### config.mk
export PLATFORM = sky130hd
export DESIGN_NAME = diag_scan_sequencer
export DESIGN_NICKNAME = d
export VERILOG_FILES = /design/src/rtl/chess_pkg.sv /design/src/rtl/diag_step_calc.sv /design/src/rtl/diag_scan_sequencer.sv
export SDC_FILE = /design/constraint.sdc
export NUM_CORES = 1
export LEC_CHECK = 0
export ABC_AREA = 1
export CORE_AREA = 2 2 224 226
export CTS_CLUSTER_SIZE = 14
export DETAILED_ROUTE_END_ITERATION = 8
export DIE_AREA = 0 0 226 228
export PLACE_DENSITY_LB_ADDON = 0.15
export SYNTH_ARGS = -nofsm -noshare
export SYNTH_HDL_FRONTEND = slang
export SYNTH_HIERARCHICAL = 1
export SYNTH_SLANG_ARGS = --single-unit
export TNS_END_PERCENT = 5
### constraint.sdc
create_clock -name clk -period 2.74 [get_ports clk]
set_input_delay 0.274 -clock clk [delete_from_list [all_inputs] [get_ports clk]]
set_output_delay 0.274 -clock clk [all_outputs]
set_load 0.01 [all_outputs]
### src/rtl/chess_pkg.sv
// Shared chess encodings for the diagonal scan sequencer: piece codes,
// direction codes, FSM states and board geometry.
package chess_pkg;

  localparam int unsigned SQ_W    = 6;
  localparam int unsigned NUM_SQ  = 64;
  localparam int unsigned PIECE_W = 4;
  localparam int unsigned NUM_DIR = 4;
  localparam int unsigned BOARD_W = NUM_SQ * PIECE_W;

  typedef enum logic [2:0] {
    PC_EMPTY  = 3'b000,
    PC_PAWN   = 3'b001,
    PC_KNIGHT = 3'b010,
    PC_BISHOP = 3'b011,
    PC_ROOK   = 3'b100,
    PC_QUEEN  = 3'b101,
    PC_KING   = 3'b110
  } piece_kind_t;

  typedef struct packed {
    logic        colour;
    piece_kind_t kind;
  } piece_t;

  typedef enum logic [1:0] {
    DIR_UL = 2'd0,
    DIR_UR = 2'd1,
    DIR_DL = 2'd2,
    DIR_DR = 2'd3
  } dir_t;

  typedef enum logic [1:0] {
    ST_IDLE = 2'd0,
    ST_LOAD = 2'd1,
    ST_WALK = 2'd2,
    ST_DONE = 2'd3
  } state_t;

  // Up means towards row 0, left means towards column 0.
  function automatic logic dir_up(input dir_t d);
    return (d == DIR_UL) || (d == DIR_UR);
  endfunction

  function automatic logic dir_left(input dir_t d);
    return (d == DIR_UL) || (d == DIR_DL);
  endfunction

endpackage

### src/rtl/diag_step_calc.sv
// One diagonal step from {row,col} in a direction; off_board_c flags that the
// step would leave the board, in which case next_sq_c is meaningless.
module diag_step_calc
  import chess_pkg::*;
(
  input  logic [2:0]      row,
  input  logic [2:0]      col,
  input  dir_t            dir,
  output logic [SQ_W-1:0] next_sq_c,
  output logic            off_board_c
);

  logic       up;
  logic       left;
  logic [2:0] next_row;
  logic [2:0] next_col;

  always_comb begin
    up          = dir_up(dir);
    left        = dir_left(dir);
    off_board_c = (up ? (row == 3'd0) : (row == 3'd7)) ||
                  (left ? (col == 3'd0) : (col == 3'd7));
    next_row    = up ? (row - 3'd1) : (row + 3'd1);
    next_col    = left ? (col - 3'd1) : (col + 3'd1);
    next_sq_c   = {next_row, next_col};
  end

endmodule

### src/rtl/diag_scan_sequencer.sv
// Multi-cycle diagonal scanner: walks UL, UR, DL, DR from a latched origin one
// square per clock, reporting the first piece per direction and any attack.
module diag_scan_sequencer
  import chess_pkg::*;
#(
  parameter logic [NUM_DIR-1:0] DIR_MASK   = 4'b1111,
  parameter bit                 KING_CHECK = 1'b1
)(
  input  logic                       clk,
  input  logic                       reset,
  input  logic                       start,
  input  logic                       abort,
  input  logic [BOARD_W-1:0]         bigBoard,
  input  logic [SQ_W-1:0]            currentPosition,
  input  logic                       my_colour,
  output logic                       busy,
  output logic                       done,
  output logic [NUM_DIR-1:0]         hit_valid,
  output logic [NUM_DIR*SQ_W-1:0]    hit_pos,
  output logic [NUM_DIR*PIECE_W-1:0] hit_piece,
  output logic                       attacked
);

  state_t                          state_q, state_d;
  logic [NUM_SQ-1:0][PIECE_W-1:0]  board_q;
  logic [SQ_W-1:0]                 origin_q;
  logic [SQ_W-1:0]                 exam_q;
  logic                            colour_q;
  logic                            exam_ok_q;
  logic                            first_q;
  dir_t                            dir_q;
  logic [NUM_DIR-1:0][SQ_W-1:0]    pos_q;
  logic [NUM_DIR-1:0][PIECE_W-1:0] piece_q;

  dir_t            entry_dir_c;
  logic [SQ_W-1:0] step_sq_c, entry_sq_c;
  logic            step_off_c, entry_off_c;
  piece_t          exam_piece_c;
  logic            accept_c, cancel_c, load_c, hit_c, attack_c, advance_c, end_dir_c;

  assign exam_piece_c = piece_t'(board_q[exam_q]);
  assign entry_dir_c  = (state_q == ST_LOAD) ? DIR_UL : dir_t'(dir_q + 2'd1);
  assign hit_pos      = pos_q;
  assign hit_piece    = piece_q;

  // Next square along the current direction, used to continue an empty walk.
  diag_step_calc u_step (
    .row         (exam_q[5:3]),
    .col         (exam_q[2:0]),
    .dir         (dir_q),
    .next_sq_c   (step_sq_c),
    .off_board_c (step_off_c)
  );

  // First square of the direction about to be entered, taken from the origin.
  diag_step_calc u_entry (
    .row         (origin_q[5:3]),
    .col         (origin_q[2:0]),
    .dir         (entry_dir_c),
    .next_sq_c   (entry_sq_c),
    .off_board_c (entry_off_c)
  );

  always_ff @(posedge clk) begin
    if (reset) state_q <= ST_IDLE;
    else       state_q <= state_d;
  end

  always_comb begin
    state_d   = state_q;
    accept_c  = 1'b0;
    cancel_c  = 1'b0;
    load_c    = 1'b0;
    hit_c     = 1'b0;
    attack_c  = 1'b0;
    advance_c = 1'b0;
    end_dir_c = 1'b0;
    case (state_q)
      ST_IDLE: begin
        if (start && !abort) begin
          accept_c = 1'b1;
          state_d  = ST_LOAD;
        end
      end
      ST_LOAD: begin
        load_c  = 1'b1;
        state_d = ST_WALK;
      end
      ST_WALK: begin
        if (!exam_ok_q) begin
          end_dir_c = 1'b1;
        end else if (exam_piece_c.kind != PC_EMPTY) begin
          hit_c     = 1'b1;
          end_dir_c = 1'b1;
          attack_c  = (exam_piece_c.colour != colour_q) &&
                      ((exam_piece_c.kind == PC_BISHOP) || (exam_piece_c.kind == PC_QUEEN) ||
                       (KING_CHECK && (exam_piece_c.kind == PC_KING) && first_q));
        end else if (step_off_c) begin
          end_dir_c = 1'b1;
        end else begin
          advance_c = 1'b1;
        end
        if (end_dir_c && (dir_q == DIR_DR)) state_d = ST_DONE;
      end
      ST_DONE: state_d = ST_IDLE;
      default: state_d = ST_IDLE;
    endcase
    // Abort discards an in-flight scan; a finished scan keeps its results.
    if (abort && ((state_q == ST_LOAD) || (state_q == ST_WALK))) begin
      state_d   = ST_IDLE;
      cancel_c  = 1'b1;
      load_c    = 1'b0;
      hit_c     = 1'b0;
      attack_c  = 1'b0;
      advance_c = 1'b0;
      end_dir_c = 1'b0;
    end
  end

  always_ff @(posedge clk) begin
    if (reset) begin
      busy <= 1'b0;
      done <= 1'b0;
    end else begin
      busy <= (state_d != ST_IDLE);
      done <= (state_d == ST_DONE);
    end
  end

  always_ff @(posedge clk) begin
    if (reset) begin
      board_q   <= '0;
      origin_q  <= '0;
      colour_q  <= 1'b0;
      dir_q     <= DIR_UL;
      exam_q    <= '0;
      exam_ok_q <= 1'b0;
      first_q   <= 1'b0;
      hit_valid <= '0;
      pos_q     <= '0;
      piece_q   <= '0;
      attacked  <= 1'b0;
    end else begin
      if (accept_c) begin
        board_q  <= bigBoard;
        origin_q <= currentPosition;
        colour_q <= my_colour;
      end
      if (accept_c || cancel_c) begin
        hit_valid <= '0;
        pos_q     <= '0;
        piece_q   <= '0;
        attacked  <= 1'b0;
      end
      // Entering a direction: a masked or edge-blocked one just burns a cycle.
      if (load_c || end_dir_c) begin
        dir_q     <= entry_dir_c;
        exam_q    <= entry_sq_c;
        exam_ok_q <= DIR_MASK[entry_dir_c] && !entry_off_c;
        first_q   <= 1'b1;
      end else if (advance_c) begin
        exam_q  <= step_sq_c;
        first_q <= 1'b0;
      end
      if (hit_c) begin
        hit_valid[dir_q] <= 1'b1;
        pos_q[dir_q]     <= exam_q;
        piece_q[dir_q]   <= exam_piece_c;
      end
      if (attack_c) attacked <= 1'b1;
    end
  end

endmodule

==> metrics.cfg, run 1 <==
[timing]
drv_slew=0
tightest_slew_ns=0.5402
skew_ns=0.01479
slew_headroom_pct=63.94
rsz0062_at_grt=yes
setup_viol=0
fin_crit_sh_pct=93.46
tns_ns=0
hold_viol_final=0
fin_hold_ws_ns=0.3474
fin_crit_ns=2.561
fmax_mhz=390.5

[critical_path]
cp_max_fo=40
cpPeakStageDelay_ns=0.37
worst-path-buf-inv=3
end_kind=flop
crit_slowest_cell=dfxtp_4
timing.critical_path.from=exam_q[0]
required_ns=3.21
r2r_start=exam_q[0]
critical_path.cell_chain=inv_4 -> buf_16 -> nand2_1 -> nand3_1 -> nand3_1 -> nand2_1 -> nand2_1 -> nand3_1 -> nand3_1 -> nand2_1 -> nor2_4 -> nand2_2 -> nand2_4 -> nor2_4 -> inv_2 -> a21oi_1
arrival_ns=3.03
crit_family=simple AND/OR/NAND/NOR gates
start_kind=flop
critPathKind=reg -> reg

[status]
status=complete, no violations

[floorplanning]
rows=82
core_area_mm2=0.04935
die_w_um=226
io_pins=314
initial_core_util_pct=29.66
chipHeight_um=228
die_area_mm2=0.05153

[cts]
htreeDepth=2
postCtsHoldBufs=0
clock_path_buffers=3
cts_tree=done
cts_sinks=322
cts.clk_slew.worst_paths_ns=0.06
cts_root_buf=clkbuf_16
cts_buffers=39
clock_latency_ns=0.55
post-cts-setup-buffer-count=0

[job]
drv_cap=0

[worst_hold_path]
min-delay-start=bigBoard[153]
hold_path.class=in -> reg

[final_layout]
postLayoutCoreUtil_pct=40.21
stdcell_area_mm2=0.01985
drive_gt1_share_pct=5.895
stdcell_count=3064
syn_to_final_growth_pct=35.60
diodes=0
layout_commonest_cell=nand2_1
final_cell_mix=395 x nand2_1, 359 x a21oi_1, 321 x o21ai_0, 319 x dfxtp_1, 313 x clkdlybuf4s50_1
nFillCells=5138
seq_area_mm2=0.006455
nets=2645
multiInputGateArea_mm2=0.006252

[yosys]
synth_top_area_cell=dfxtp_1
synth_nets=2397
yosysWarnings=6
synth_area_per_cell_um2=6.910
synth_seq_area_share_pct=44.05
ys_types=25
postSynthCellCount=2118
yosysTopAreaCellShare_pct=44.05
synth_area_mm2=0.01464
ys_ff_latch=322
synth_area_leaders=dfxtp_1 44%, a21oi_1 12%, o21ai_0 11%, nand2_1 10%, inv_1 8.0%

[grt]
grt_antenna_before_repair=1
grt_max_degree=133
grt.overflow.total=0
grt_pass1_vias=13970
grt_util_all_layers_pct=18.73
grt_pass1_wl_um=75750

[place]
dp_cells=2997
routabilityCongestion=0.8006
placed_area_mm2=0.01854
portBuffers=313
dp_hpwl_um=34440

[drt]
num_vias=14180
avgViaCountPerCell=4.627
post_drt_wl_per_cell_um=16.04
ant_nets=0
wirelength_um=49140
drc=0
drt_iter0_markers=901
drtPass1Iterations=5

[power_and_ir_drop]
power_density_mw_per_mm2=927.7
irDropWorstVdd_uv=455.3
power_leakage_nw=7.575

[per-layer routing]
layer	global-route usage, %	vias to the layer above	routed length (um)
met5	0	-	10
met4	5.650	2	1149
met3	3.117	64	2347
met2	31.80	315	23250
met1	24.21	6474	22390
li1	-	7322	-
[cell usage after synthesis (all sizes together)]
master,instances
o21ai,325
nor2,24
a21oi,359
fa,4
dfxtp,322
ha,8
buf,49
inv,323
nand2,399
nand3,188
clkbuf,107
nand4,1
nand3b,4
o211ai,2
clkinv,3
[path summary, 6_finish.rpt]
kind	end	slack [ns]	cells past startpoint
max	hit_piece[11]	0.18	16
min	board_q[153]	0.35	3
min reg2reg	board_q[17]	0.44	2
max reg2reg	hit_piece[11]	0.18	16
[tightest hold or removal path: cells and delay by family]
family                 cells  cell delay [ns]
buffers and inverters      1             0.39
AO/OA/AOI/OAI              2             0.19
[where the power goes]
part,switching [mW],internal [mW],leakage (nW),total (mW)
Combinational,4.60,2.56,4.30,7.16
Clock,2.05,3.18,0.636,5.23
Sequential,0.480,5.54,2.64,6.02
Total,7.13,11.3,7.57,18.4
[cell type report]
| class | instances | area share (%) |
|---|---|---|
| clock inverters | 11 | 0.5737 |
| repair buffers | 363 | 18.98 |
| clock buffers | 56 | 5.958 |
| well taps | 672 | 4.237 |
| flip-flops and latches | 322 | 32.53 |
| inverters | 326 | 6.223 |
| multi-input cells | 1314 | 31.50 |
[metrics by stage]
stage          setup WS [ns]  power, mW
6_report              0.1792      18.41
3_5_place_dp         0.09234      13.38
2_1_floorplan         0.5845      10.67
3_3_place_gp          0.1024      13.29
5_1_grt             -0.08096      19.77
4_1_cts              0.07087      18.69
[sequential cells by signal (all words and copies together), names as in the netlist, 2 cells and up]
name and count:
hit_pos 24, hit_valid 4, board_q 256, origin_q 6
state_q 2, dir_q 2, exam_q 6, hit_piece 16
[kinds of logic after synthesis]
| kind of cell | share of synthesized area [%] |
|---|---|
| AO/OA/AOI/OAI | 23.53 |
| adder cells (fa/ha/maj) | 1.231 |
| buffers and inverters | 13.35 |
| flip-flops | 44.05 |
| AND/OR/NAND/NOR | 17.84 |
[what timing repair did]
item	in CTS	in global routing
hold endpoints to repair	0	0
setup endpoints to repair	0	26
gates resized for setup	0	2
No activity file was read; power rests on OpenSTA's default activity.
==> inputs of run 2 (changes only) <==
--- a/config.mk
+++ b/config.mk
@@ -6,10 +6,12 @@
 export NUM_CORES = 1
 export LEC_CHECK = 0
 export ABC_AREA = 1
+export CAP_MARGIN = 10
 export CORE_AREA = 2 2 224 226
 export CTS_CLUSTER_SIZE = 14
 export DETAILED_ROUTE_END_ITERATION = 8
 export DIE_AREA = 0 0 226 228
+export GPL_TIMING_DRIVEN = 0
 export PLACE_DENSITY_LB_ADDON = 0.15
 export SYNTH_ARGS = -nofsm -noshare
 export SYNTH_HDL_FRONTEND = slang
==> run 2 against run 1 <==
Net effect: cell area up 1.9%; worst hold slack better by 0.0046 ns; setup slack worse by 0.046 ns; highest routed layer unchanged; flip-flop and latch count unchanged; sequential share of layout area down 0.62 points; global-route usage up 4.0 points; core utilization up 0.76 points; sequential power about the same; combinational power up 13%; first-iteration DRC count up 30%; critical path depth down 9.
==> metrics.cfg, run 2 (synthesis results as in run 1) <==
[floorplanning]
rows=82
initial_core_util_pct=29.66
die_w_um=226
die_area_mm2=0.05153
chipHeight_um=228
io_pins=314
core_area_mm2=0.04935

[cts]
htreeDepth=2
cts.clk_slew.worst_paths_ns=0.06
clock_latency_ns=0.56
cts_tree=done
clock_path_buffers=3
cts_root_buf=clkbuf_16
cts_sinks=322
cts_buffers=39

[critical_path]
arrival_ns=3.04
reg2reg_depth=7
crit_family=buffers and inverters
end_kind=flop
required_ns=3.17
critPathKind=reg -> reg
worst-path-buf-inv=4
start_kind=flop
cpPeakStageDelay_ns=0.45
critical_path.cell_chain=inv_1 -> ha_1 -> nand3_1 -> clkbuf_2 -> clkbuf_1 -> buf_1 -> a21oi_1
critical_path_depth=7
crit_slowest_cell=buf_1
cp_max_fo=10

[final_layout]
largest_reg_flops=256
stdcell_count=3176
max_flop_register=board_q
layout_commonest_cell=nand2_1
final_cell_mix=392 x nand2_1, 359 x a21oi_1, 321 x o21ai_0, 320 x dfxtp_1, 313 x clkdlybuf4s50_1
drive_gt1_share_pct=6.515
syn_to_final_growth_pct=38.17
nets=2753
nFillCells=5229
stdcell_area_mm2=0.02022
postLayoutCoreUtil_pct=40.98

[drt]
drt_iter0_markers=1171
drc=0
wirelength_um=59680
post_drt_wl_per_cell_um=18.79
drtPass1Iterations=5
ant_nets=0
num_vias=15190
avgViaCountPerCell=4.783

[grt]
grt_util_all_layers_pct=22.70
grt_pass1_wl_um=87620
grt_antenna_before_repair=2
grt_pass1_vias=14800
grt.overflow.total=0
grt_max_degree=13

[power_and_ir_drop]
power_density_mw_per_mm2=976.5
power.share.clock_pct=28.5
power_leakage_nw=7.754
power.total_mw=19.75
p_comb_share_pct=40.9
p_int_mw=11.72
p_sw_mw=8.030
irDropWorstVdd_uv=429.4
p_sw_share_pct=40.66
power_frac_seq_pct=30.6

[timing]
fin_crit_sh_pct=95.16
tns_ns=0
fin_hold_ws_ns=0.3520
skew_ns=0.02605
rsz0062_at_grt=yes
fin_crit_ns=2.607
slew_headroom_pct=33.62
hold_viol_final=0
tightest_slew_ns=0.9957
drv_slew=0
setup_viol=0
worst_slack_ns=0.1328
fmax_mhz=383.5

[worst_hold_path]
hold_path.class=in -> reg
hold_depth=3

[place]
placed_area_mm2=0.01861
dp_cells=3103
routabilityCongestion=0.8506
dp_hpwl_um=44000
place_ws_ns=-0.7515
portBuffers=313

[status]
status=complete, no violations

[job]
drv_cap=0

## run 2: cell types whose count changed in the layout (fill, tap and decap cells not counted), moves of 14 or more
cell and change:
clkbuf_1 +84, buf_6 +18, clkbuf_2 +14, buf_4 -20, buf_12 -17, buf_2 +14
## run 2: worst min-delay path: cells and delay by family
| family | cells | cell delay [ns] |
|---|---|---|
| buf+inv | 1 | 0.39 |
| compound gates | 2 | 0.19 |
## run 2: final timing paths
path,start,slack [ns],end
max,state_q[0],0.13,board_q[127]
min,bigBoard[235],0.35,board_q[235]
max reg2reg,state_q[0],0.13,board_q[127]
min reg2reg,board_q[220],0.44,board_q[220]
## run 2: what timing repair did
| item | in CTS | in global routing |
|---|---|---|
| hold buffers | 0 | 0 |
| buffers inserted | 0 | 3 |
| cloned | 0 | 0 |
| endpoints found under the setup margin | 298 | 193 |
| pin swaps | 0 | 3 |
| gates resized for setup | 56 | 46 |
## run 2: area by class of cell
cell class	instances	area, um^2	share of cell area, %
antenna	2	5.005	0.02475
buffer	155	888.4	4.393
clock buffer	53	1119	5.531
clock inverter	16	262.8	1.299
inverter	326	1230	6.082
multi-input combinational	1314	6272	31.02
sequential	322	6451	31.90
tap	672	840.8	4.158
timing repair buffer	316	3153	15.59
## run 2: per-layer routing
| layer | wire length (um) | part of all wire, % | track usage, % | vias up |
|---|---|---|---|---|
| li1 | - | - | - | 7562 |
| met2 | 27820 | 47 | 37.98 | 528 |
| met5 | 19 | 0.032 | 0 | - |
| met3 | 3895 | 6.5 | 4.225 | 122 |
| met4 | 2494 | 4.2 | 9.561 | 4 |
| met1 | 25450 | 43 | 28.47 | 6974 |
## run 2: power by group through the flow
stage	Clock [mW]	Sequential, mW	Combinational, mW
final	5.62	6.05	8.07
after global routing	5.89	6.15	8.85
after CTS	5.72	6.04	7.91
after detailed placement	0	6.13	7.69
after global placement	0	6.11	7.62
after floorplan	0	5.97	4.70
